**src/rtl/pipe_pkg.sv**
```systemverilog
// rtl/pipe_pkg.sv - shared constants and state type for the MEM pipeline stage
package pipe_pkg;

   localparam int CTRL_MEM_READ          = 0;
   localparam int CTRL_MEM_WRITE         = 1;
   localparam int CTRL_REG_WRITE         = 2;
   localparam int CTRL_W                 = 14;
   localparam int DEFAULT_TIMEOUT_CYCLES = 16;

   typedef enum logic {
      IDLE = 1'b0,
      WAIT = 1'b1
   } mem_state_e;

endpackage

```
**src/rtl/register.sv**
```systemverilog
// rtl/register.sv - 32-bit enable register with asynchronous active-high clear
module register (
   input  logic        clock,
   input  logic        reset,
   input  logic        en,
   input  logic [31:0] d,
   output logic [31:0] q
);

   // Load d when enabled; reset clears asynchronously.
   always_ff @(posedge clock or posedge reset) begin
      if (reset)
         q <= '0;
      else if (en)
         q <= d;
   end

endmodule

```
**src/rtl/mem_stage_ctrl.sv**
```systemverilog
// rtl/mem_stage_ctrl.sv - MEM stage: issues data-memory requests, stalls upstream, latches MW results
module mem_stage_ctrl
   import pipe_pkg::*;
#(
   parameter int TIMEOUT_CYCLES = DEFAULT_TIMEOUT_CYCLES
) (
   input  logic              clock,
   input  logic              reset,
   input  logic [31:0]       in_PC_next,
   input  logic [31:0]       in_ALU_result,
   input  logic [31:0]       in_data_reg,
   input  logic [CTRL_W-1:0] in_ctrl_signals,
   input  logic [4:0]        in_rd,
   output logic              dmem_req,
   output logic              dmem_we,
   output logic [31:0]       dmem_addr,
   output logic [31:0]       dmem_wdata,
   input  logic              dmem_ack,
   input  logic [31:0]       dmem_rdata,
   output logic              stall,
   output logic [31:0]       out_PC_next,
   output logic [31:0]       out_ALU_result,
   output logic [31:0]       out_mem_data,
   output logic [CTRL_W-1:0] out_ctrl_signals,
   output logic [4:0]        out_rd,
   output logic              out_valid,
   output logic              bus_error
);

   localparam logic [7:0] CNT_LAST = 8'(TIMEOUT_CYCLES - 1);

   mem_state_e        state_q, state_d;
   logic [7:0]        cnt_q, cnt_d;
   logic              capture_en;
   logic              set_error;

   logic [31:0]       cap_pc, cap_alu;
   logic [CTRL_W-1:0] cap_ctrl;
   logic [4:0]        cap_rd;

   logic [31:0]       nxt_pc, nxt_alu, nxt_mem_data;
   logic [CTRL_W-1:0] nxt_ctrl;
   logic [4:0]        nxt_rd;
   logic              nxt_valid;

   logic              in_mem_op;
   logic [31:0]       misc_d, misc_q;

   assign in_mem_op = in_ctrl_signals[CTRL_MEM_READ] | in_ctrl_signals[CTRL_MEM_WRITE];

   // Next state, stall and the value the MW latches take at the next edge (bubble by default).
   always_comb begin
      state_d      = state_q;
      cnt_d        = cnt_q;
      capture_en   = 1'b0;
      set_error    = 1'b0;
      stall        = 1'b0;
      nxt_pc       = '0;
      nxt_alu      = '0;
      nxt_mem_data = '0;
      nxt_ctrl     = '0;
      nxt_rd       = '0;
      nxt_valid    = 1'b0;
      case (state_q)
         IDLE: begin
            if (in_mem_op) begin
               stall      = 1'b1;
               state_d    = WAIT;
               capture_en = 1'b1;
               cnt_d      = '0;
            end else begin
               nxt_pc    = in_PC_next;
               nxt_alu   = in_ALU_result;
               nxt_ctrl  = in_ctrl_signals;
               nxt_rd    = in_rd;
               nxt_valid = 1'b1;
            end
         end
         WAIT: begin
            if (dmem_ack) begin
               // Ack beats a simultaneous timeout.
               state_d      = IDLE;
               cnt_d        = '0;
               nxt_pc       = cap_pc;
               nxt_alu      = cap_alu;
               nxt_mem_data = cap_ctrl[CTRL_MEM_WRITE] ? 32'h0 : dmem_rdata;
               nxt_ctrl     = cap_ctrl;
               nxt_rd       = cap_rd;
               nxt_valid    = 1'b1;
            end else if (cnt_q == CNT_LAST) begin
               // Give up: release the pipeline and drop the op.
               state_d   = IDLE;
               cnt_d     = '0;
               set_error = 1'b1;
            end else begin
               stall = 1'b1;
               cnt_d = cnt_q + 8'd1;
            end
         end
         default: begin
            state_d = IDLE;
            cnt_d   = '0;
         end
      endcase
   end

   // State, timeout counter, request and sticky error flag.
   always_ff @(posedge clock or posedge reset) begin
      if (reset) begin
         state_q   <= IDLE;
         cnt_q     <= '0;
         dmem_req  <= 1'b0;
         bus_error <= 1'b0;
      end else begin
         state_q  <= state_d;
         cnt_q    <= cnt_d;
         dmem_req <= (state_d == WAIT);
         if (set_error)
            bus_error <= 1'b1;
      end
   end

   // Capture the memory op and drive the request fields when entering WAIT.
   always_ff @(posedge clock or posedge reset) begin
      if (reset) begin
         cap_pc     <= '0;
         cap_alu    <= '0;
         cap_ctrl   <= '0;
         cap_rd     <= '0;
         dmem_we    <= 1'b0;
         dmem_addr  <= '0;
         dmem_wdata <= '0;
      end else if (capture_en) begin
         cap_pc     <= in_PC_next;
         cap_alu    <= in_ALU_result;
         cap_ctrl   <= in_ctrl_signals;
         cap_rd     <= in_rd;
         dmem_we    <= in_ctrl_signals[CTRL_MEM_WRITE];
         dmem_addr  <= in_ALU_result;
         dmem_wdata <= in_data_reg;
      end
   end

   // Narrow MW fields share one latch: {pad, valid, rd, ctrl}.
   assign misc_d = {12'h0, nxt_valid, nxt_rd, nxt_ctrl};

   register u_pc_reg (
      .clock (clock), .reset (reset), .en (1'b1), .d (nxt_pc), .q (out_PC_next)
   );
   register u_alu_reg (
      .clock (clock), .reset (reset), .en (1'b1), .d (nxt_alu), .q (out_ALU_result)
   );
   register u_mem_data_reg (
      .clock (clock), .reset (reset), .en (1'b1), .d (nxt_mem_data), .q (out_mem_data)
   );
   register u_misc_reg (
      .clock (clock), .reset (reset), .en (1'b1), .d (misc_d), .q (misc_q)
   );

   assign out_ctrl_signals = misc_q[CTRL_W-1:0];
   assign out_rd           = misc_q[CTRL_W+4:CTRL_W];
   assign out_valid        = misc_q[CTRL_W+5];

   wire unused_misc_pad = &{1'b0, misc_q[31:CTRL_W+6]};

endmodule

```
**config.mk**
```make
export PLATFORM = sky130hd
export DESIGN_NAME = mem_stage_ctrl
export DESIGN_NICKNAME = d
export VERILOG_FILES = /design/src/rtl/pipe_pkg.sv /design/src/rtl/register.sv /design/src/rtl/mem_stage_ctrl.sv
export SDC_FILE = /design/constraint.sdc
export NUM_CORES = 1
export LEC_CHECK = 0
export ABC_CLOCK_PERIOD_IN_PS = 15690
export CAP_MARGIN = 25
export CELL_PAD_IN_SITES_DETAIL_PLACEMENT = 0
export CELL_PAD_IN_SITES_GLOBAL_PLACEMENT = 1
export CORE_ASPECT_RATIO = 0.75
export CORE_MARGIN = 2
export CORE_UTILIZATION = 30
export DETAILED_ROUTE_END_ITERATION = 16
export PLACE_DENSITY = 0.82
export SYNTH_ARGS = -nofsm -noshare
export SYNTH_HDL_FRONTEND = slang
export SYNTH_SLANG_ARGS = --single-unit
export TNS_END_PERCENT = 50
```
**constraint.sdc**
```tcl
create_clock -name clock -period 15.69 [get_ports clock]
set_input_delay 2.3535 -clock clock [delete_from_list [all_inputs] [get_ports clock]]
set_output_delay 2.3535 -clock clock [all_outputs]
set_load 0.01 [all_outputs]
```
==> results of run 1 <==
state kept, by name, indices dropped and copies added, names as in the netlist:
signal            count
u_alu_reg.q          32
u_misc_reg.q         20
state_q               1
dmem_wdata           32
cap_alu              32
cap_pc               32
u_pc_reg.q           32
cnt_q                 8
bus_error             1
cap_ctrl             14
cap_rd                5
u_mem_data_reg.q     32
through the flow:
| step | total power (uW) | std cells | setup WS (ps) | hold slack, ps |
|---|---|---|---|---|
| after CTS | 2150 | 1294 | 8790 | 489 |
| after detailed placement | 1470 | 1247 | 8810 | 460 |
| final | 2110 | 1295 | 8890 | 486 |
| after floorplan | 1150 | 549 | 6720 | 460 |
| after global placement | 1460 | 1246 | 8830 | 453 |
| after global routing | 2220 | 1295 | 8700 | 501 |
how the worst max path moves through the flow:
stage | endpoint | slack [ps] | from | depth (start not counted)
after floorplan | bus_error | 6720 | reset | 1
after CTS | stall | 8790 | in_ctrl_signals[0] | 5
after global placement | stall | 8830 | in_ctrl_signals[0] | 5
after detailed placement | stall | 8810 | in_ctrl_signals[0] | 5
final | stall | 8890 | in_ctrl_signals[0] | 5
after global routing | stall | 8700 | in_ctrl_signals[0] | 5
layout make-up:
cell class,count,area share (%)
clock inverter,10,1.16
sequential,241,44.7
tap,392,3.64
timing repair buffer,341,25.4
inverter,1,0.0835
clock buffer,37,5.74
multi-input combinational,273,19.2
metal layers:
metal	share of wire [%]	track usage (%)
met1	45	19.7
met2	44	22.8
met3	8.6	4.92
met4	2.4	3.65
met5	0	0
cell usage in the layout, fill, tap and decap left out, drive strengths merged, types with 3 or more instances in the layout:
| cell | instances |
|---|---|
| nor2 | 3 |
| clkinv | 5 |
| nand2 | 10 |
| nand3 | 4 |
| bufinv | 4 |
| clkdlybuf4s50 | 333 |
| mux2 | 115 |
| a22o | 82 |
| buf | 8 |
| o21ai | 7 |
| clkbuf | 37 |
| and3 | 3 |
| dfrtp | 241 |
| and2 | 34 |
kinds of logic after synthesis:
kind of cell	after synthesis	share of synthesized area (%)
AND/OR/NAND/NOR	62	4.11
buffers and inverters	35	2.76
AO/OA/AOI/OAI	92	8.77
flip-flops	241	68.1
multiplexers	115	15.8
XOR/XNOR	3	0.297
adder cells (fa/ha/maj)	1	0.141
worst max-delay path, cell delays in order:
cell and delay (ps):
sky130_fd_sc_hd__clkdlybuf4s50_1 520, sky130_fd_sc_hd__o21bai_4 170, sky130_fd_sc_hd__buf_4 670, sky130_fd_sc_hd__nand2_1 180, sky130_fd_sc_hd__clkdlybuf4s50_1 540
power by group through the flow:
stage	Combinational, uW	Sequential (uW)	Clock, uW
finish	596	857	657
detailed placement	604	868	0
CTS	606	859	681
floorplan	235	911	0
global route	636	878	706
global placement	594	863	0
==> metrics, run 1 <==
data arrival at the endpoint of the critical path around 4500 ps; total area of multi-input combinational cells 0.00259 sq mm; Sw Pwr 554 uW; Clock Tree Root sky130_fd_sc_hd__clkbuf_16; clock-pin slew of the registers on the worst-case setup and hold paths 60 ps; launching point of the worst reg2reg path state_q; unrepaired setup endpoints after global routing no; Comb pwr share 28.3%; Detail Placement HPWL approximately 15,000 microns; final clock skew 8.70 ps; leak pwr 0.00591 uW; start point of the worst min-delay path cap_pc[8]; biggest area consumer among synthesized cells sky130_fd_sc_hd__dfrtp_1; number of cells on the worst reg-to-reg path 4; Final min period 6800 ps; portion of total power attributed to sequential cells 40.6%; worst reg-to-reg setup slack 12,890 ps; remaining design rule violation count 0; Internal Pwr Total 1560 uW; signed area change from the synthesized netlist to the final layout 52.3%; number of hold-slack violations in the final timing report 0; highest achievable clock rate 0.147 GHz; First-pass DRT Iterations 4; Inserted Diodes 0; vias in the first global route between 6k and 7k; number of antenna violations at the first check in global routing 0; clock tree from TritonCTS yes; final-stage net count 1,035; Data required, critical path 13,340 ps; DR vias/cell 4.49; die height between 150 and 200 microns; final RePlAce weighted congestion ~0.78; hold worst-path end u_pc_reg.q[8]; CP Class input pin to output pin; Worst Setup Start Kind input pin; number of nets still failing antenna checks after routing 0; H-tree lvl count 1; count of input and output buffers 333; initial core utilization 30.5%; number of storage elements in the synthesis netlist roughly 240; Final Slew Violations 0; Design Area, Final 0.0135 sq mm; Period Utilization, post-route 43.4%; Remaining Overflow, GRT 0; async set-or-reset flop fraction in the synthesized netlist between 90% and 100%; worst hold path type register to register; switching share of power between 20% and 30%; Wirelength per Cell about 18 microns; syn_area_per_cell approximately 16 sq um; most used standard cell by instance count after synthesis sky130_fd_sc_hd__dfrtp_1; Critical Path Sink Type output pin; highest ir drop seen on vdd 0.0865 mV; overall via count from detail_route 5,819; first-pass GRT wire length 35,700 microns; post-CTS setup buffer count 0; CTS buffer count 26; capture point of the worst reg-to-reg path cap_pc[14]; synth warn 0; area after detailed placement 0.0125 sq mm; worst relative slew slack between 30% and 40%; most frequent cells after synthesis sky130_fd_sc_hd__dfrtp_1 (241), sky130_fd_sc_hd__mux2_2 (87), sky130_fd_sc_hd__a22o_1 (82), sky130_fd_sc_hd__and2_1 (34), sky130_fd_sc_hd__mux2_4 (28); measured slew at the worst slew-check pin around 930 ps; cell area after synthesis about 0.0089 sq mm; fraction of layout cells with a size suffix above 1 between 10% and 20%; share of the synthesized area in the top cell type 68.1%; Cells after Synth 549; row count 54; quantity of hold-fixing buffers added after cts 0; footprint of the flip-flops and latches 0.00603 sq mm; result of the run completed; Filler Cell Count 2,595; number of enable-type register cells in the synthesized netlist 0; DIE AREA 0.0309 sq mm; largest driver fanout on the critical path 59; I/O pin total roughly 330; instance count along the most critical hold path 1; DRT iter0 DRCs 219; share of the core filled with cells 46.4%; die outline width 202 microns; setup TNS after final layout 0 ps; part of the Yosys area used for sequential elements about 70%; Area contributors post-synth sky130_fd_sc_hd__dfrtp_1 (68%), sky130_fd_sc_hd__mux2_2 (11%), sky130_fd_sc_hd__a22o_1 (8.1%); maximum buffer depth of the clock tree 3; number of gates resized after cts 0; Clk pwr share around 31%; Worst-Skew Late Latency 530 ps; clock sink count 241; Final setup viols 0; Core ar. approximately 0.029 sq mm; Post-Synthesis Net Count 700; Total Wirelength ~23,000 microns; total global routing track utilization 14.6%; largest net degree at the start of global routing 129; Pwr Density approximately 160 mW/mm^2; max capacitance violation total 0; Primary FF master, synth sky130_fd_sc_hd__dfrtp_1; number of distinct library cell variants in the gate-level netlist after synthesis 31
No activity file was read; power rests on OpenSTA's default activity.
==> run 2, diff against run 1 <==
--- a/config.mk
+++ b/config.mk
@@ -5,7 +5,7 @@
 export SDC_FILE = /design/constraint.sdc
 export NUM_CORES = 1
 export LEC_CHECK = 0
-export ABC_CLOCK_PERIOD_IN_PS = 15690
+export ABC_CLOCK_PERIOD_IN_PS = 5900
 export CAP_MARGIN = 25
 export CELL_PAD_IN_SITES_DETAIL_PLACEMENT = 0
 export CELL_PAD_IN_SITES_GLOBAL_PLACEMENT = 1
@@ -13,7 +13,7 @@
 export CORE_MARGIN = 2
 export CORE_UTILIZATION = 30
 export DETAILED_ROUTE_END_ITERATION = 16
-export PLACE_DENSITY = 0.82
+export PLACE_DENSITY = 0.84
 export SYNTH_ARGS = -nofsm -noshare
 export SYNTH_HDL_FRONTEND = slang
 export SYNTH_SLANG_ARGS = --single-unit
==> constraint.sdc (replaced) <==
create_clock -name clock -period 5.9 [get_ports clock]
set_input_delay 0.885 -clock clock [delete_from_list [all_inputs] [get_ports clock]]
set_output_delay 0.885 -clock clock [all_outputs]
set_load 0.01 [all_outputs]
==> metrics, run 2 (synthesis gave the netlist of run 1 again) <==
Detail Placement HPWL 14,900 microns (-0.48%); first-pass GRT wire length 35,000 microns (-2.1%); Final Slew Violations 0 (unchanged); Worst-Skew Late Latency 530 ps (about the same); vias in the first global route 6,114 (-0.54%); maximum buffer depth of the clock tree 3 (unchanged); Wirelength per Cell 17.2 microns (-2.0%); DR vias/cell 4.47 (-0.52%); overall via count from detail_route 5,784 (-0.60%); Remaining Overflow, GRT 0 (unchanged); area after detailed placement 0.0125 sq mm (about the same); Design Area, Final 0.0135 sq mm (-0.11%); row count 54 (unchanged); worst reg-to-reg setup slack 3850 ps (-9040 ps); Crit. path cell count 5 (unchanged); Core ar. 0.0291 sq mm (unchanged); Final setup viols 0 (unchanged); total global routing track utilization 14.1% (-0.49 points); Total Wirelength 22,300 microns (-2.1%); number of gates resized after cts 0 (unchanged); highest ir drop seen on vdd 0.340 mV (+290%); remaining design rule violation count 0 (unchanged); Period Utilization, post-route 57.1%; DIE AREA 0.0309 sq mm (unchanged); Clock Tree Root sky130_fd_sc_hd__clkbuf_16; Data required, critical path 5020 ps (-8320 ps); slowest stage cell, crit path sky130_fd_sc_hd__clkdlybuf4s50_1; measured slew at the worst slew-check pin 1050 ps (+119 ps); final-stage net count 1,035 (unchanged); I/O pin total 334 (unchanged); fraction of layout cells with a size suffix above 1 18.9% (-0.069 points); post-CTS setup buffer count 0 (unchanged); Pwr Density 416 mW/mm^2 (+170%); result of the run completed; launch point of the critical path dmem_ack; clock-pin slew of the registers on the worst-case setup and hold paths 60 ps (about the same); number of hold-slack violations in the final timing report 0 (unchanged); worst relative slew slack 30.2% (-7.9 points); count of input and output buffers 333 (unchanged); signed area change from the synthesized netlist to the final layout 52.1%; capture point of the worst reg-to-reg path cap_pc[10]; number of buffer and inverter instances along the worst setup path 2 (-1); final RePlAce weighted congestion 0.771 (-0.67%); highest achievable clock rate 0.297 GHz; end point of the critical path stall; largest driver fanout on the critical path 6 (-90%); commonest non-fill, non-tap cells in the layout sky130_fd_sc_hd__clkdlybuf4s50_1 (333), sky130_fd_sc_hd__dfrtp_1 (241), sky130_fd_sc_hd__mux2_2 (87); quantity of hold-fixing buffers added after cts 0 (unchanged); clock tree from TritonCTS yes; unrepaired setup endpoints after global routing no; max capacitance violation total 0 (unchanged); die outline width 202 microns (unchanged); data arrival at the endpoint of the critical path 2480 ps (-1970 ps); leak pwr 0.00590 uW (-0.21%); series of cell instances along the critical path clkdlybuf4s50_1 -> nand2b_1 -> a21o_1 -> nand2_1 -> clkdlybuf4s50_1; number of antenna violations at the first check in global routing 1 (+1); clock sink count 241 (unchanged); most used cell, CP sky130_fd_sc_hd__clkdlybuf4s50_1; Worst Setup Start Kind input pin; Critical Path Sink Type output pin; CP Class input pin to output pin; H-tree lvl count 1 (unchanged); First-pass DRT Iterations 4 (unchanged); die height 153 microns (unchanged); final clock skew 16.7 ps (+8.03 ps); launching point of the worst reg2reg path state_q; largest net degree at the start of global routing 119 (-7.8%); Final min period 3370 ps; DRT iter0 DRCs 210 (-4.1%); Largest delay share family, worst path buffers and inverters; largest stage delay on the critical path 540 ps (-130 ps); setup TNS after final layout 0 ps (unchanged); most common cell after layout, fill and taps aside sky130_fd_sc_hd__clkdlybuf4s50_1; number of cells on the worst reg-to-reg path 3 (-1); initial core utilization 30.5% (unchanged); CTS buffer count 26 (unchanged); number of nets still failing antenna checks after routing 0 (unchanged); worst hold path type register to register
-- run 2: cell count changes in the layout (fill, tap and decap cells not counted), sizes merged --
cell / change
clkinv: -2
inv: -2
clkbuf: +1
clkinvlp: +1
diode: +1
-- run 2: through the flow --
stage / util, % / worst slack [ps] / power, uW / hold slack, ps / std cells
after floorplan: - / 1850 / 3050 / 460 / 549
after global placement: 43.1 / 2560 / 3870 / 451 / 1248
after detailed placement: 43.1 / 2530 / 3900 / 461 / 1248
after CTS: 46.3 / 2510 / 5700 / 481 / 1293
after global routing: 46.4 / 2430 / 5890 / 485 / 1294
final: 46.4 / 2530 / 5610 / 478 / 1294
-- run 2: how the worst min path moves through the flow --
stage | start | cells after the start | slack [ps] | end
3_5_place_dp | bus_error | 1 | 460 | bus_error
6_report | cap_ctrl[9] | 1 | 480 | u_misc_reg.q[9]
3_3_place_gp | bus_error | 1 | 450 | bus_error
4_1_cts | cap_ctrl[9] | 1 | 480 | u_misc_reg.q[9]
2_1_floorplan | cap_pc[29] | 1 | 460 | u_pc_reg.q[29]
5_1_grt | cap_ctrl[9] | 1 | 490 | u_misc_reg.q[9]
-- run 2: area by class of cell --
class	instances	area, sq um
clock inverters	7	139
multi-input cells	273	2590
well taps	392	490
diodes	1	2.50
fillers	2589	15600
flip-flops and latches	241	6030
repair buffers	341	3410
inverters	1	7.51
clock buffers	38	797
-- run 2: where the power goes --
group          switching, uW  total [uW]  internal [uW]
clock network            649        1750           1100
registers                210        2280           2070
logic                    597        1580            979
-- run 2: worst register-to-register path, cell delays in order, from the launching register on --
cell and delay [ps]:
sky130_fd_sc_hd__dfrtp_1 510, sky130_fd_sc_hd__o21bai_4 190, sky130_fd_sc_hd__buf_4 710, sky130_fd_sc_hd__mux2_2 510
-- run 2: per-layer routing --
metal / vias up / part of all wire, % / global-route usage (%)
met3: 29 / 8.9 / 4.96
met4: 0 / 2.3 / 3.82
met2: 231 / 45 / 21.7
met5: - / 0 / 0
met1: 2892 / 44 / 19.1
li1: 2632 / - / -
==> run 3, diff against run 2 <==
--- a/config.mk
+++ b/config.mk
@@ -5,7 +5,7 @@
 export SDC_FILE = /design/constraint.sdc
 export NUM_CORES = 1
 export LEC_CHECK = 0
-export ABC_CLOCK_PERIOD_IN_PS = 5900
+export ABC_CLOCK_PERIOD_IN_PS = 3500
 export CAP_MARGIN = 25
 export CELL_PAD_IN_SITES_DETAIL_PLACEMENT = 0
 export CELL_PAD_IN_SITES_GLOBAL_PLACEMENT = 1
@@ -13,7 +13,7 @@
 export CORE_MARGIN = 2
 export CORE_UTILIZATION = 30
 export DETAILED_ROUTE_END_ITERATION = 16
-export PLACE_DENSITY = 0.84
+export PLACE_DENSITY = 0.82
 export SYNTH_ARGS = -nofsm -noshare
 export SYNTH_HDL_FRONTEND = slang
 export SYNTH_SLANG_ARGS = --single-unit
==> constraint.sdc (replaced) <==
create_clock -name clock -period 3.5 [get_ports clock]
set_input_delay 0.525 -clock clock [delete_from_list [all_inputs] [get_ports clock]]
set_output_delay 0.525 -clock clock [all_outputs]
set_load 0.01 [all_outputs]
==> metrics, run 3 (synthesis gave the netlist of run 1 again) <==
number of nets still failing antenna checks after routing 0 (unchanged); highest achievable clock rate roughly 0.36 GHz; CP Class register to output pin; first-pass GRT wire length 35,000 microns (about the same); largest net degree at the start of global routing 117 (-1.7%); final clock skew 13.6 ps (-3.12 ps); First-pass DRT Iterations 4 (unchanged); vias in the first global route 5,998 (-1.9%); Cell Count Post-Placement 1,249 (+0.080%); number of cells on the worst reg-to-reg path 3 (unchanged); Period Utilization, post-route 80.3%; most common cell after layout, fill and taps aside sky130_fd_sc_hd__clkdlybuf4s50_1; clock sink count 241 (unchanged); I/O pin total 334 (unchanged); Worst-Skew Late Latency 520 ps (about the same); max capacitance violation total 0 (unchanged); maximum buffer depth of the clock tree 3 (unchanged); data arrival at the endpoint of the critical path 2290 ps (-190 ps); overall via count from detail_route 5,754 (-0.52%); CTS buffer count 25 (-3.8%); area after detailed placement 0.0126 sq mm (+0.76%); quantity of hold-fixing buffers added after cts 0 (unchanged); Final min period between 2000 and 3000 ps; Detail Placement HPWL 14,600 microns (-1.7%); initial core utilization 30.5% (unchanged); Data required, critical path 2970 ps (-2050 ps); Clock Tree Root sky130_fd_sc_hd__clkbuf_16; Final Slew Violations 0 (unchanged); final standard cell count with taps included and fillers excluded 1,293 (-0.077%); result of the run completed; Remaining Overflow, GRT 0 (unchanged); number of hold-slack violations in the final timing report 0 (unchanged); number of gates resized after cts 0 (unchanged); Final setup viols 0 (unchanged); final RePlAce weighted congestion 0.775 (+0.58%); Design Area, Final 0.0135 sq mm (unchanged); DRT iter0 DRCs 238 (+13%); DIE AREA 0.0309 sq mm (unchanged); H-tree lvl count 1 (unchanged); remaining design rule violation count 0 (unchanged); total global routing track utilization 13.9% (-0.20 points); signed area change from the synthesized netlist to the final layout 52.1% (unchanged); Total Wirelength 21,900 microns (-1.6%); Filler Cell Count 2,597 (+0.31%); post-CTS setup buffer count 0 (unchanged); DR vias/cell 4.45 (-0.44%); measured slew at the worst slew-check pin 859 ps (-188 ps); Core ar. 0.0291 sq mm (unchanged); fraction of layout cells with a size suffix above 1 18.7% (-0.20 points); Pwr Density 685 mW/mm^2 (+64%); number of antenna violations at the first check in global routing 1 (unchanged); count of input and output buffers 333 (unchanged); commonest non-fill, non-tap cells in the layout sky130_fd_sc_hd__clkdlybuf4s50_1 (333), sky130_fd_sc_hd__dfrtp_1 (241), sky130_fd_sc_hd__mux2_2 (87); die outline width 202 microns (unchanged); leak pwr 0.00589 uW (-0.23%); clock tree from TritonCTS yes; row count 54 (unchanged); die height 153 microns (unchanged); Worst Setup Start Kind register; unrepaired setup endpoints after global routing no; Critical Path Sink Type output pin; Wirelength per Cell 16.9 microns (-1.5%); largest driver fanout on the critical path 6 (unchanged); highest ir drop seen on vdd 0.632 mV (+86%); final-stage net count 1,035 (unchanged); worst hold path type input pin to asynchronous set/reset pin; worst relative slew slack 42.7% (+13 points); clock-pin slew of the registers on the worst-case setup and hold paths 60 ps (about the same)
[run 3: area by class of cell]
| type | instances | area, sq um | share of cell area [%] |
|---|---|---|---|
| inverters | 1 | 7.51 | 0.0557 |
| flip-flops and latches | 241 | 6030 | 44.8 |
| clock buffers | 35 | 723 | 5.37 |
| clock inverters | 8 | 118 | 0.873 |
| repair buffers | 342 | 3500 | 26.0 |
| multi-input cells | 273 | 2590 | 19.3 |
| well taps | 392 | 490 | 3.64 |
| diodes | 1 | 2.50 | 0.0186 |
[run 3: metrics by stage]
step / setup WS [ps] / util (%) / power, uW / setup TNS [ps] / hold WS (ps)
finish: 689 / 46.4 / 9220 / 0 / 458
detailed placement: 844 / 43.4 / 6590 / 0 / 458
global placement: 886 / 43.4 / 6530 / 0 / 455
global route: 547 / 46.4 / 9710 / 0 / 475
floorplan: -187 / - / 5140 / -45020 / 460
CTS: 638 / 46.3 / 9370 / 0 / 449
[run 3: routing by layer]
layer	track usage (%)	wire, microns
met1	19.0	9710
met2	21.4	9750
met3	4.56	1900
met4	3.65	554
met5	0	0
[run 3: critical path: stages (launching register included)]
cell and delay (ps):
sky130_fd_sc_hd__dfrtp_1 410, sky130_fd_sc_hd__ha_1 240, sky130_fd_sc_hd__and3_1 240, sky130_fd_sc_hd__a21o_1 230, sky130_fd_sc_hd__nand2_1 110, sky130_fd_sc_hd__clkdlybuf4s50_1 540
[run 3: where the power goes]
part / total (uW) / switching [uW] / leakage [uW] / internal (uW)
combinational: 2670 / 1000 / 0.00245 / 1670
sequential: 3830 / 345 / 0.00302 / 3490
clock: 2720 / 1070 / 0.000414 / 1650
total: 9220 / 2420 / 0.00589 / 6800
[run 3: final timing paths]
path                                start              end  slack [ps]
max in group asynchronous           reset        cap_rd[4]        2190
worst max-delay path             cnt_q[0]            stall         690
worst min register to register  bus_error        bus_error         470
min in group clock              bus_error        bus_error         470
worst min-delay path                reset  u_alu_reg.q[10]         460
worst max register to register    state_q       cap_alu[0]        1540
